File: config.mk
export PLATFORM = sky130hd
export DESIGN_NAME = rv_fetch_queue
export DESIGN_NICKNAME = d
export VERILOG_FILES = /design/src/rtl/rv_fetch_queue.sv
export SDC_FILE = /design/constraint.sdc
export NUM_CORES = 1
export LEC_CHECK = 0
export ABC_AREA = 1
export BUFFER_PORTS_ARGS = -buffer_cell sky130_fd_sc_hd__buf_4
export CAP_MARGIN = 20
export CORE_UTILIZATION = 50
export CTS_CLUSTER_SIZE = 25
export DETAILED_ROUTE_END_ITERATION = 7
export PLACE_DENSITY = 0.77
export SLEW_MARGIN = 10
export SYNTH_ARGS = -nofsm -noshare
export SYNTH_HDL_FRONTEND = slang
export SYNTH_SLANG_ARGS = --single-unit
File: constraint.sdc
create_clock -name clk -period 13.85 [get_ports clk]
set_input_delay 2.0775 -clock clk [delete_from_list [all_inputs] [get_ports clk]]
set_output_delay 2.0775 -clock clk [all_outputs]
set_load 0.02 [all_outputs]
File: src/rtl/rv_fetch_queue.sv
// rv_fetch_queue: sequential instruction-fetch front end.
// Issues word fetches under a credit limit, tags in-order responses with
// their PCs and buffers them in a DEPTH-entry circular queue for decode.
// A redirect flushes the queue, reloads the fetch PC and squashes every
// response that is still in flight.
module rv_fetch_queue #(
   parameter int              XLEN     = 32,
   parameter int              DEPTH    = 4,
   parameter logic [XLEN-1:0] RESET_PC = '0
) (
   input  logic                     clk,
   input  logic                     rst,
   output logic                     mem_req_valid,
   input  logic                     mem_req_ready,
   output logic [XLEN-1:0]          mem_req_addr,
   input  logic                     mem_rsp_valid,
   input  logic [31:0]              mem_rsp_data,
   input  logic                     redirect_valid,
   input  logic [XLEN-1:0]          redirect_pc,
   output logic                     inst_valid,
   input  logic                     inst_ready,
   output logic [31:0]              inst_data,
   output logic [XLEN-1:0]          inst_pc,
   output logic [$clog2(DEPTH):0]   occupancy
);

   localparam int PW = $clog2(DEPTH);
   localparam int CW = PW + 1;
   localparam logic [CW:0]   DEPTH_C = (CW+1)'(DEPTH);
   localparam logic [XLEN-1:0] PC_STEP = XLEN'(4);

   // Architectural state
   logic [XLEN-1:0] fetch_pc;
   logic [XLEN-1:0] wr_pc;
   logic [CW-1:0]   outstanding;
   logic [CW-1:0]   drop_cnt;
   logic [CW-1:0]   count;
   logic [PW-1:0]   rd_ptr;
   logic [PW-1:0]   wr_ptr;

   // Queue storage (no reset; validity is tracked by count)
   logic [31:0]     data_mem [DEPTH];
   logic [XLEN-1:0] pc_mem   [DEPTH];

   // Derived control
   logic [CW:0]     credit_sum;
   logic            req_fire;
   logic            rsp_fire;
   logic            do_drop;
   logic            do_write;
   logic            do_pop;
   logic [CW-1:0]   outstanding_next;
   logic [XLEN-1:0] redirect_base;
   logic            unused_pc_bits;

   // Low address bits of a redirect target are discarded by design.
   assign unused_pc_bits = ^redirect_pc[1:0];
   assign redirect_base  = {redirect_pc[XLEN-1:2], 2'b00};

   // Every accepted request owns a queue slot until it is popped or
   // squashed, so a returning response can never find the queue full.
   // Reset holds the request off while rst is low.
   assign credit_sum    = {1'b0, outstanding} + {1'b0, count};
   assign mem_req_valid = rst & (credit_sum < DEPTH_C);
   assign mem_req_addr  = fetch_pc;
   assign req_fire      = mem_req_valid & mem_req_ready;

   // A response with nothing outstanding is a protocol error and is ignored.
   assign rsp_fire = mem_rsp_valid & (outstanding != '0);
   assign do_drop  = rsp_fire & (drop_cnt != '0);
   assign do_write = rsp_fire & (drop_cnt == '0) & ~redirect_valid;
   assign do_pop   = inst_valid & inst_ready & ~redirect_valid;

   assign outstanding_next = outstanding + CW'(req_fire) - CW'(rsp_fire);

   assign inst_valid = (count != '0);
   assign inst_data  = data_mem[rd_ptr];
   assign inst_pc    = pc_mem[rd_ptr];
   assign occupancy  = count;

   // Fetch, squash and queue bookkeeping; redirect overrides everything
   // except the in-flight count.
   always_ff @(posedge clk or negedge rst) begin
      if (!rst) begin
         fetch_pc    <= RESET_PC;
         wr_pc       <= RESET_PC;
         outstanding <= '0;
         drop_cnt    <= '0;
         count       <= '0;
         rd_ptr      <= '0;
         wr_ptr      <= '0;
      end else begin
         outstanding <= outstanding_next;
         if (redirect_valid) begin
            fetch_pc <= redirect_base;
            wr_pc    <= redirect_base;
            drop_cnt <= outstanding_next;
            count    <= '0;
            rd_ptr   <= wr_ptr;
         end else begin
            if (req_fire) begin
               fetch_pc <= fetch_pc + PC_STEP;
            end
            if (do_drop) begin
               drop_cnt <= drop_cnt - CW'(1);
            end
            if (do_write) begin
               wr_pc  <= wr_pc + PC_STEP;
               wr_ptr <= wr_ptr + PW'(1);
            end
            if (do_pop) begin
               rd_ptr <= rd_ptr + PW'(1);
            end
            count <= count + CW'(do_write) - CW'(do_pop);
         end
      end
   end

   // Queue write port: instruction word plus the PC it was fetched from.
   always_ff @(posedge clk) begin
      if (do_write) begin
         data_mem[wr_ptr] <= mem_rsp_data;
         pc_mem[wr_ptr]   <= wr_pc;
      end
   end

endmodule

# Word-level counts from Yosys, hierarchy flattened
# Memory sizes are Yosys's and may differ from the RTL's.
# Cells that the tools add are included.
[totals]
mem_bits_ro = 0
latch_bits = 0
mem_bits_rw = 256
in_bits = 70
wordCells = 49
regBits = 77
n_memories = 2
[op_classes]
multipliers = 0
mux = 11
reduce_logical = 9
n_addsub = 10
n_lt_le_gt_ge = 1
n_bitwise = 9
n_eq_ne = 0
n_shift = 0
n_div = 0
[memory_table]
columns = ["memory", "depth", "word_bits", "rd", "rd_ports_with_merged_regs", "write_ports", "line", "rtl"]
rows = [
  ["data_mem", 4, 32, 1, 0, 1, "42", "logic [31:0] data_mem [DEPTH];"],
  ["pc_mem", 4, 32, 1, 0, 1, "43", "logic [XLEN-1:0] pc_mem [DEPTH];"],
]
[ops]
columns = ["operator", "n"]
rows = [
  ["$mux W32", 4],
  ["$add A32 B3 Y32 const B", 2],
  ["$mux W3", 3],
  ["$reduce_bool A3 Y1", 3],
  ["$and A1 B1 Y1", 8],
  ["$reduce_bool A2 Y1", 4],
  ["$add A3 B1 Y3", 2],
  ["$sub A3 B1 Y3", 2],
  ["$add A2 B1 Y2 const B", 2],
  ["$add A3 B3 Y4", 1],
  ["$lt A4 B3 Y1 const B", 1],
  ["$mux W2", 2],
  ["$logic_not A3 Y1", 1],
  ["$sub A3 B1 Y3 const B", 1],
  ["$mux W1", 2],
  ["$reduce_and A2 Y1", 1],
  ["$not A1 Y1", 1],
]

# Depth between registers and ports, before layout
# Gate-level depths: netlist of the first run.
[logic_depth]
word_depth = 7
mapped_depth = 15
mapped_depth_nobuf = 15

# Worst setup path before layout of the first run
# Ideal clock, no wire load.
[synth_timing]
path_type = "input port to flip-flop"
start = "input port mem_rsp_valid"
end = "memory data_mem[0][0] (enable)"
required_ps = 13368
cell_stages = 5
arrival_ps = 5186
setup_time_ps = 482
path_buffers = 1
slack_ps = 8182
cell_sequence = "o21ai_4 -> nor2_4 -> nand2_2 -> buf_2 -> nor2_1"
[synth_via]
elab_chain_cells = 5
[synth_lines]
columns = ["element", "line", "rtl"]
rows = [
  ["from (decl)", "16", "input logic mem_rsp_valid,"],
  ["$and A1 B1 Y1", "69", "assign rsp_fire = mem_rsp_valid & (outstanding != '0);"],
  ["$and A1 B1 Y1 (2 in a row)", "71", "assign do_write = rsp_fire & (drop_cnt == '0) & ~redirect_valid;"],
  ["$mux W1", "121", "if (do_write) begin"],
  ["$mux W1 (not written as such)", "122", "data_mem[wr_ptr] <= mem_rsp_data;"],
  ["to (decl)", "42", ""],
]
# No other way between the ends.

# Worst setup path in the final report of the first run
[layout_timing]
start = "register rd_ptr[1]"
end = "output port inst_pc[12]"
[layout_via]
elab_chain_cells = 1
[layout_lines]
columns = ["element", "line", "rtl"]
rows = [
  ["from (decl)", "38", "logic [PW-1:0] rd_ptr;"],
  ["from (signal assigned)", "99", "rd_ptr <= wr_ptr;"],
  ["from (signal assigned)", "112", "rd_ptr <= rd_ptr + PW'(1);"],
  ["$mem_v2 Z4 W32", "n/a", ""],
  ["to (decl)", "23", "output logic [XLEN-1:0] inst_pc,"],
]
# No other way between the ends.

==> metrics.cfg, run 1 <==
[run_status]
status=finished, final reports clean

[global_routing]
grtUsageTotal=0.231
antenna_found_initial=0
grt_pass1_vias=10100
grt_overflow=0
grt_pass1_wl_um=52100
grt_max_degree=127

[logic_synthesis]
synth_edf_count=248
async_flop_share=0.227
postSynthCellCount=1359
synth_most_common_cell=edfxtp_1
synth_top_area_share=0.522
yosysTopAreaCell=edfxtp_1
ys_seq_area_frac=0.650
avgSynthCellArea_um2=10.5
ys_warn_count=0
synth_top_cells_by_count=edfxtp_1 (248), nand2_1 (229), nor2_1 (200)
yosysUniqueCellTypes=40
ys_ff_latch=321
ys.flop_type=edfxtp_1
syn-cell-area_um2=14300
synthTopCellsByArea=edfxtp_1 (52%), dfrtp_1 (13%), nand2_1 (6.0%), o21ai_0 (5.4%), nor2_1 (5.3%)

[critical_path]
startpoint_type=flip-flop
cp-end-kind=output port
cp.required_ns=11.77
crit_type=reg2out
cp_data_arrival_time_ns=3.30
crit_fanout=63
worst_r2r_path_depth=14

[drt]
vias_per_cell=5.50
wl_per_cell_um=17.7
drc_errors=0
routed_wl_um=33900
firstDrtPassIters=5
vias=10500
drt_iter0_drc=980
ant_nets=0

[clock_tree]
cts_root_buf=clkbuf_16
numCtsBuffers=34
cts.sinks=321
cts_hold_buf=0
tritoncts=yes
clkLatencyLatePin_ns=0.51
clockBufferDepth=3
cts_resized=0
cts.reportedPaths.clkPinSlew_ns=0.06
cts_setup_buffers=0
htreeDepth=2

[layout]
num-nets-final=1597
multi_input_area_um2=4310
design_area_um2=16900
syn2layout_area_growth_pct=18.4
register_area_um2=9280
drive_above_1_share=0.176
diodes=0
fillers=2205

[power_and_ir_drop]
p_int_mw=2.05
p_per_area_nw_per_um2=192
power_switching_mw=1.20
p_seq_frac=0.386
ir_drop_mv=0.0841
sw_frac_of_total=0.369
clockPowerShare=0.271
p_leak_nw=6.60
p_comb_frac=0.343

[placement]
dp_hpwl_um=20800
postPlaceCellArea_um2=15800
portBuffers=164
routabilityCongestion=0.903

[timing]
fmax_mhz=186
tightest_slew_ns=0.945
fin_crit_ns=5.37
final_max_slew_viol_count=0
finalCritPeriodShare=0.388
clock_skew_ns=0.0210
rsz0062_at_grt=false
hold_ws_ns=0.582
max-slew-margin-rel=0.370
setup_viol=0
fin_setup_tns_ns=0
finalHoldViolations=0

[floorplan]
core_region_area_um2=27900
start_util=0.511
dieArea_um2=29200
pin_count=171
row_count=61
dieWidth_um=171
chipHeight_um=171

[worst_hold_path]
holdPathStages=2
hold_path.class=reg2reg

[job]
maxCapViolations=0

==> kinds of logic (layout without fill, tap and decap cells) <==
kind of cell | Yosys count | count (layout) | synth area share
and+or+nand+nor | 566 | 566 | 0.170
DFF | 321 | 321 | 0.650
AOI/OAI and AO/OA | 260 | 260 | 0.100
buffers and inverters | 173 | 345 | 0.0507
xor gates and xnor gates | 22 | 22 | 0.0135
adders and majority gates | 16 | 16 | 0.0151
other | 1 | 4 | 0.000263
==> area by class of cell <==
cell class | instances | share of cell area
clock buffer | 41 | 0.0544
clock inverter | 18 | 0.00985
inverter | 112 | 0.0250
multi-input combinational | 868 | 0.255
sequential | 321 | 0.549
tap | 378 | 0.0280
timing repair buffer | 174 | 0.0785
==> stage by stage <==
| step | power [mW] | utilization | std cells | setup WS (ns) |
|---|---|---|---|---|
| floorplan | 1.93 | - | 1362 | 8.18 |
| global placement | 2.34 | 0.565 | 1852 | 8.70 |
| detailed placement | 2.38 | 0.565 | 1852 | 8.68 |
| CTS | 3.26 | 0.604 | 1911 | 8.41 |
| global route | 3.42 | 0.605 | 1912 | 8.33 |
| finish | 3.25 | 0.605 | 1912 | 8.48 |
==> state kept, by name, summed over array words and instances, names as in the netlist <==
| register | count |
|---|---|
| mem_req_addr | 30 |
| data_mem | 128 |
| occupancy | 3 |
| rd_ptr | 2 |
| wr_ptr | 2 |
| outstanding | 3 |
| wr_pc | 30 |
| drop_cnt | 3 |
| pc_mem | 120 |
==> placed cells by master (no fill, tap or decap), types with 4 or more instances in the layout <==
cell,n
nand3_1,79
o22ai_1,62
clkinv_2,4
o21ai_1,7
clkinv_4,5
inv_2,8
o211ai_1,8
o21ai_0,155
clkinv_1,5
dfrtp_1,71
inv_1,102
xor2_1,18
a21oi_1,16
xnor2_1,4
buf_4,173
a31oi_1,8
nor3_1,10
conb_1,4
nand2_2,6
edfxtp_1,248
nand2_1,229
nor2_4,13
nand4_1,14
nor2_2,8
clkbuf_16,35
nor2_1,196
clkbuf_1,4
ha_1,14
==> power by group through the flow <==
stage | Clock, mW | Sequential, mW | Combinational (mW)
2_1_floorplan | 0 | 1.24 | 0.687
3_3_place_gp | 0 | 1.27 | 1.07
3_5_place_dp | 0 | 1.27 | 1.11
4_1_cts | 0.894 | 1.25 | 1.11
5_1_grt | 0.933 | 1.27 | 1.22
6_report | 0.879 | 1.25 | 1.11
==> critical path, cell delays in order (launching register included) <==
cell and delay (ns):
dfrtp_2 0.34, buf_4 0.50, clkinv_1 0.82, buf_4 0.53
o21ai_0 0.16, o22ai_1 0.17, buf_4 0.19
==> worst paths after layout <==
kind | end | slack, ns | start
max | inst_pc[12] | 8.48 | rd_ptr[1]
max in group asynchronous | rd_ptr[0] | 11.34 | rst
min reg2reg | mem_req_addr[4] | 0.58 | mem_req_addr[4]
min in group asynchronous | mem_req_addr[25] | 1.50 | rst
min | mem_req_addr[4] | 0.58 | mem_req_addr[4]
max reg2reg | occupancy[2] | 11.01 | drop_cnt[0]
==> routing by layer <==
metal / vias to the layer above / share of wire / GRT usage
met2: 423 / 0.48 / 0.387
met4: 0 / 0.026 / 0.0800
met5: - / 0 / 0
li1: 4985 / - / -
met3: 71 / 0.078 / 0.0430
met1: 5030 / 0.42 / 0.301
Note: power is estimated with default switching activity, not from simulation.
==> run 2: changes to the inputs <==
Clock period 13.85 ns to 5.1 ns, I/O delays scaled along.
==> metrics.cfg, run 2 (same netlist as run 1, synthesis figures left out) <==
[floorplan]
dieArea_um2=29200  ; unchanged
core_region_area_um2=27900  ; unchanged
chipHeight_um=171  ; unchanged
row_count=61  ; unchanged
dieWidth_um=171  ; unchanged
start_util=0.511  ; unchanged
pin_count=171  ; unchanged

[global_routing]
grt_max_degree=79  ; was 127
grt_pass1_vias=10100  ; about the same
grt_overflow=0  ; unchanged
grtUsageTotal=0.228  ; was 0.231
antenna_found_initial=0  ; unchanged
grt_pass1_wl_um=51800  ; was 52100 µm

[layout]
drive_above_1_share=0.178  ; was 0.176
diodes=0  ; unchanged
fin_cells=1914  ; was 1912
final_cell_mix=edfxtp_1 (248), nand2_1 (229), nor2_1 (196), buf_4 (173), o21ai_0 (155)  ; unchanged
regMostFlops=data_mem  ; unchanged
design_area_um2=17000  ; was 16900 µm²
largest_register_ff_count=128  ; unchanged
fillers=2225  ; was 2205
syn2layout_area_growth_pct=19.0  ; was 18.4%
final_common_cell=edfxtp_1  ; unchanged
num-nets-final=1597  ; unchanged
reg.largest.list=data_mem x128, pc_mem x120  ; unchanged

[critical_path]
cp_data_arrival_time_ns=3.19  ; was 3.30 ns
cp_top_family=buffers and inverters  ; unchanged
crit_type=reg2out  ; unchanged
reg2reg_slack_ns=2.24  ; was 11.01 ns
slowest_delay_ns=0.87  ; was 0.82 ns
cp.required_ns=4.34  ; was 11.77 ns
startpoint_type=flip-flop  ; unchanged
crit_buf_inv=3  ; was 4
crit_chain=clkinv_2, buf_12, o21ai_0, o22ai_1, buf_4  ; was buf_4, clkinv_1, buf_4, o21ai_0, o22ai_1, buf_4
cp-end-kind=output port  ; unchanged
crit_fanout=78  ; was 63
cp_slowest_cell=dfrtp_4  ; was clkinv_1

[clock_tree]
cts_setup_buffers=0  ; unchanged
htreeDepth=2  ; unchanged
cts_hold_buf=0  ; unchanged
cts_root_buf=clkbuf_16  ; unchanged
cts.sinks=321  ; unchanged
clockBufferDepth=3  ; unchanged
cts_resized=0  ; unchanged
tritoncts=yes  ; unchanged
cts.reportedPaths.clkPinSlew_ns=0.06  ; about the same
clkLatencyLatePin_ns=0.53  ; was 0.51 ns
numCtsBuffers=34  ; unchanged

[power_and_ir_drop]
p_per_area_nw_per_um2=529  ; was 192 nW/µm²
ir_drop_mv=0.256  ; was 0.0841 mV
p_leak_nw=6.64  ; was 6.60 nW
p_total_mw=8.99  ; was 3.25 mW

[placement]
postPlaceCellArea_um2=15800  ; about the same
routabilityCongestion=0.898  ; was 0.903
dp_hpwl_um=20700  ; was 20800 µm
placed_cells=1853  ; was 1852
portBuffers=164  ; unchanged

[drt]
vias=10600  ; was 10500
wl_per_cell_um=17.5  ; was 17.7 µm
firstDrtPassIters=5  ; unchanged
drt_iter0_drc=959  ; was 980
ant_nets=0  ; unchanged
routed_wl_um=33500  ; was 33900 µm
drc_errors=0  ; unchanged
vias_per_cell=5.51  ; was 5.50

[job]
maxCapViolations=0  ; unchanged

[timing]
fin_crit_ns=3.96
setup_viol=0  ; unchanged
rsz0062_at_grt=false  ; unchanged
final_max_slew_viol_count=0  ; unchanged
finalHoldViolations=0  ; unchanged
max-slew-margin-rel=0.374  ; was 0.370
clock_skew_ns=0.0164  ; was 0.0210 ns
tightest_slew_ns=0.939  ; was 0.945 ns
finalCritPeriodShare=0.776
fmax_mhz=253
fin_setup_tns_ns=0  ; unchanged
hold_ws_ns=0.132  ; was 0.582 ns

[run_status]
status=finished, final reports clean  ; unchanged

[worst_hold_path]
hold_path.class=in2async  ; was reg2reg

-- run 2: path summary, 6_finish.rpt --
path,start,end,depth (start not counted)
max,rd_ptr[0],inst_data[14],5
min,rst,mem_req_addr[31],1
min in group clk,mem_rsp_data[7],data_mem[3][7],1
max in group asynchronous,rst,rd_ptr[0],2
max reg2reg,drop_cnt[0],occupancy[2],14
min reg2reg,drop_cnt[1],drop_cnt[1],2
-- run 2: per-layer routing --
metal | vias up | wire [µm] | track usage
met1 | 5034 | 14200 | 0.300
met2 | 456 | 15800 | 0.383
met5 | - | 0 | 0
li1 | 5005 | - | -
met4 | 0 | 780 | 0.0710
met3 | 57 | 2690 | 0.0419
-- run 2: layout make-up --
cell class              instances  area (µm²)  area share
clock buffers                  37         872      0.0514
inverters                     112         422      0.0248
well taps                     378         473      0.0279
clock inverters                24         303      0.0178
flip-flops and latches        321        9280       0.546
multi-input cells             868        4310       0.254
repair buffers                174        1320      0.0777
-- run 2: worst reg2reg max path: stages, from the launching register on --
cell and delay [ns]:
dfrtp_1 0.37, inv_1 0.10, ha_1 0.15, inv_1 0.03, nor2_1 0.14, inv_1 0.10, nor2_4 0.26, nand2_2 0.34
ha_1 0.42, inv_1 0.06, ha_1 0.13, inv_1 0.05, fa_1 0.37, o21ai_0 0.18, a21oi_1 0.06
-- run 2: report_power, final --
part / internal [mW] / leakage, nW / switching (mW)
logic: 1.08 / 2.96 / 1.93
registers: 3.08 / 3.11 / 0.341
clock network: 1.51 / 0.567 / 1.04
total: 5.67 / 6.64 / 3.31
-- run 2: per-stage QoR --
| step | worst slack (ns) | util |
|---|---|---|
| after global routing | 0.972 | 0.608 |
| after detailed placement | 1.64 | 0.566 |
| after CTS | 1.19 | 0.608 |
| after global placement | 1.67 | 0.566 |
| final | 1.14 | 0.608 |
| after floorplan | 0.733 | - |
